**config.mk**
```make
export PLATFORM = sky130hd
export DESIGN_NAME = kogge
export DESIGN_NICKNAME = d
export VERILOG_FILES = /design/src/rtl/kogge_pkg.sv /design/src/rtl/ks_prefix_cell.sv /design/src/rtl/kogge.sv
export SDC_FILE = /design/constraint.sdc
export NUM_CORES = 1
export LEC_CHECK = 0
export BUFFER_PORTS_ARGS = -buffer_cell sky130_fd_sc_hd__buf_2
export CAP_MARGIN = 10
export CORE_AREA = 2 2 39 41
export DETAILED_ROUTE_END_ITERATION = 6
export DIE_AREA = 0 0 41 43
export PLACE_DENSITY = 0.43
export SKIP_LAST_GASP = 1
export SLEW_MARGIN = 20
export SYNTH_ARGS = -nofsm -noshare
export SYNTH_HDL_FRONTEND = slang
export SYNTH_SLANG_ARGS = --single-unit
```
**constraint.sdc**
```tcl
create_clock -name clk -period 2.2 [get_ports clk]
set_input_delay 0.22 -clock clk [delete_from_list [all_inputs] [get_ports clk]]
set_output_delay 0.22 -clock clk [all_outputs]
set_load 0.02 [all_outputs]
```
**src/rtl/kogge_pkg.sv**
```systemverilog
// rtl/kogge_pkg.sv - shared width constant and prefix-depth helper for the Kogge-Stone adder
package kogge_pkg;

    localparam int KS_N = 4;

    // Prefix depth covering N bit positions plus the carry-in slot: ceil(log2(n+1)).
    function automatic int ks_levels(input int n);
        int lv;
        lv = 0;
        for (int i = 0; i < 32; i++) begin
            if ((1 << lv) < (n + 1)) begin
                lv = lv + 1;
            end
        end
        return lv;
    endfunction

endpackage

```
**src/rtl/ks_prefix_cell.sv**
```systemverilog
// rtl/ks_prefix_cell.sv - (G,P) prefix operator; used as a gray cell when P is left open
module ks_prefix_cell (
    input  logic Gh,
    input  logic Ph,
    input  logic Gl,
    input  logic Pl,
    output logic G,
    output logic P
);

    assign G = Gh | (Ph & Gl);
    assign P = Ph & Pl;

endmodule

```
**src/rtl/kogge.sv**
```systemverilog
// rtl/kogge.sv - registered N-bit Kogge-Stone adder, Sum = A + B + Cin with carry-out in bit N
module kogge
    import kogge_pkg::*;
#(
    parameter int N = KS_N
) (
    input  logic         clk,
    input  logic         rst,
    input  logic [N-1:0] A,
    input  logic [N-1:0] B,
    input  logic         Cin,
    output logic [N:0]   Sum
);

    localparam int L = ks_levels(N);

    // Slot 0 of every level is the carry-in at bit position -1; slot j holds bit j-1.
    logic [L:0][N:0] gk;
    logic [L:0][N:0] pk;
    logic [N-1:0]    g;
    logic [N-1:0]    p;
    logic [N:0]      c;
    logic [N:0]      sum_d;
    logic [N:0]      sum_q;

    assign g = A & B;
    assign p = A ^ B;

    assign gk[0] = {g, Cin};
    assign pk[0] = {p, 1'b0};

    for (genvar k = 0; k < L; k++) begin : g_level
        localparam int S = 1 << k;
        for (genvar j = 0; j <= N; j++) begin : g_node
            if (j < S) begin : g_pass
                assign gk[k+1][j] = gk[k][j];
                assign pk[k+1][j] = pk[k][j];
            end else if (j - S < S) begin : g_gray
                // Low span already reaches the carry-in, so G is a final carry.
                ks_prefix_cell u_cell (
                    .Gh (gk[k][j]),
                    .Ph (pk[k][j]),
                    .Gl (gk[k][j-S]),
                    .Pl (pk[k][j-S]),
                    .G  (gk[k+1][j]),
                    .P  ()
                );
                assign pk[k+1][j] = 1'b0;
            end else begin : g_black
                ks_prefix_cell u_cell (
                    .Gh (gk[k][j]),
                    .Ph (pk[k][j]),
                    .Gl (gk[k][j-S]),
                    .Pl (pk[k][j-S]),
                    .G  (gk[k+1][j]),
                    .P  (pk[k+1][j])
                );
            end
        end
    end

    assign c     = gk[L];
    assign sum_d = {c[N], p ^ c[N-1:0]};

    always_ff @(posedge clk) begin
        if (rst) begin
            sum_q <= '0;
        end else begin
            sum_q <= sum_d;
        end
    end

    assign Sum = sum_q;

endmodule

```
==> impl_metrics.yaml <==
sta:
  max_slew_margin_pct: 88.5
  finalSetupViolCount: 0
  holdWs_ps: 230
  max_freq_ghz: 0.763
  hold_violations: 0
  rsz0062_at_grt: "no"
  finalCritPeriodShare_pct: 59.6
  slew_violations: 0
  tightest_slew_ps: 171
  setup_tns_ps: 0
  min_period_ps: 1310
global_routing:
  grt_max_degree: 7
  grt_pass1_wl_um: 945
  grt_pass1_vias: 245
  overflow: 0
  grt_use_total_pct: 8.42
  antenna_found_initial: 0
pwr:
  p_int_mw: 0.204
  ir_drop_uv: 125
  switching_share_pct: 27.8
  p_seq_share_pct: 36.3
  p_leak_nw: 0.203
  powerDensity_nw_per_um2: 707
  p_comb_share_pct: 26.6
  p_sw_mw: 0.0786
  clockPowerShare_pct: 37.1
cells_and_area:
  final-seq-area_um2: 100
  n_antenna_cell: 0
  final_area_um2: 400
  final_cell_mix: "buf_2 (15), dfxtp_1 (5), nor2_1 (4), ha_1 (4), clkbuf_4 (3)"
  fill_cells: 157
  drive_above_1_share_pct: 44.4
  final_common_cell: "buf_2"
  utilization_pct: 28.9
  area_growth_pct: 43.5
  fin_nets: 62
  multi_input_area_um2: 179
  fin_cells: 61
  largest_reg_flops: 5
synthesis:
  ys_types: 15
  avgSynthCellArea_um2: 10.7
  synth_area_um2: 279
  synth.top_cell.area_share_pct: 35.9
  ys_ff_latch: 5
  synth_largest_area_cell: "dfxtp_1"
  yosysSeqAreaShare_pct: 35.9
  ys_top_cells_by_area: "dfxtp_1 (36%), ha_1 (18%), fa_1 (7.2%)"
  synth_nets: 42
  yosysWarnings: 0
  netlist_instances: 26
detailed_routing:
  via_per_inst: 4.02
  drt_wl_total_um: 551
  vias: 245
  first_pass_iters: 1
  wl_per_cell_um: 9.03
  antenna_left: 0
  drt_iter0_drc: 0
  drc: 0
clocking:
  numCtsBuffers: 3
  htree_levels: 1
  ctsLongestPathBuffers: 2
  cts_setup_buffers: 0
  cts.clk_slew.worst_paths_ps: 50
  ctsHoldBuffers: 0
  cts-root-buf: "clkbuf_4"
  cts.sinks: 5
  ctsResizeCount: 0
  cts_tree: "built"
critical_path:
  arrival_ps: 1440
  critPathBufInv: 1
  slowest_stage: "fa_1"
  critical-path-top-delay-family: "adder cells"
  worstSetupEndpointType: "flop"
  start_kind: "input port"
  max_stage_delay_ps: 460
  cp_max_fo: 2
  required_ps: 2330
  cp_cell_sequence: "buf_2 > fa_1 > a21o_1 > a21oi_2 > mux2_1"
  cp-startpoint: "A[0]"
  crit_type: "in2reg"
place:
  dp.cells: 57
  gp_congestion: 0.631
  portBuffers: 15
  dpl_cell_area_um2: 374
  hpwl_um: 488
die:
  die_y_um: 43
  initial_utilization_pct: 20.2
  die_area_um2: 1760
  num_rows: 14
  coreArea_um2: 1380
  die_w_um: 41
  io_pins: 16
flow_run:
  drv_cap: 0
outcome:
  status: "completed"
worst_hold_path:
  worstHoldPathType: "in2reg"
  worstHoldStart: "rst"
==> cells by family after synthesis <==
group           after synthesis  share of synthesized area, %
flops                         5                          35.9
compound gates                5                          13.5
xor+xnor                      1                          3.14
mux                           1                          4.04
simple gates                  9                          18.4
fa+ha+maj                     5                          25.1
==> metrics by stage <==
stage / power (mW) / setup slack (ps)
floorplan: 0.153 / 812
global placement: 0.180 / 652
detailed placement: 0.181 / 628
CTS: 0.289 / 886
global route: 0.307 / 859
finish: 0.283 / 889
==> Yosys cell counts <==
library cell,instances
a211o_1,1
a211oi_1,1
a21o_1,1
a21oi_1,1
a21oi_2,1
dfxtp_1,5
fa_1,1
ha_1,4
mux2_1,1
nand3_1,1
nor2_1,4
nor2b_1,2
nor3b_2,1
or2_1,1
xnor2_1,1
==> routing by layer <==
metal  track usage, %  vias to the layer above  wire length (um)
met3             1.57                        0                40
met5                0                        -                 0
li1                 -                      130                 -
met4             8.00                        0                 0
met2             13.1                        8               281
met1             8.63                      107               229
==> power by group through the flow <==
stage	registers (mW)	logic [mW]	clock network (mW)
after CTS	0.103	0.0765	0.110
after global placement	0.105	0.0751	0
final	0.103	0.0752	0.105
after floorplan	0.118	0.0348	0
after global routing	0.104	0.0858	0.117
after detailed placement	0.105	0.0765	0
==> layout make-up <==
| class | count | share of cell area, % |
|---|---|---|
| Clock buffer | 4 | 6.56 |
| Multi-Input combinational cell | 21 | 44.7 |
| Timing Repair Buffer | 15 | 18.8 |
| Sequential cell | 5 | 25.0 |
| Tap cell | 16 | 5.00 |
==> worst paths after layout <==
path / endpoint / slack [ps] / cells past startpoint
max: Sum[3]$_SDFF_PP0_ / 890 / 5
min: Sum[4]$_SDFF_PP0_ / 230 / 2
Note: power is estimated with default switching activity, not from simulation.
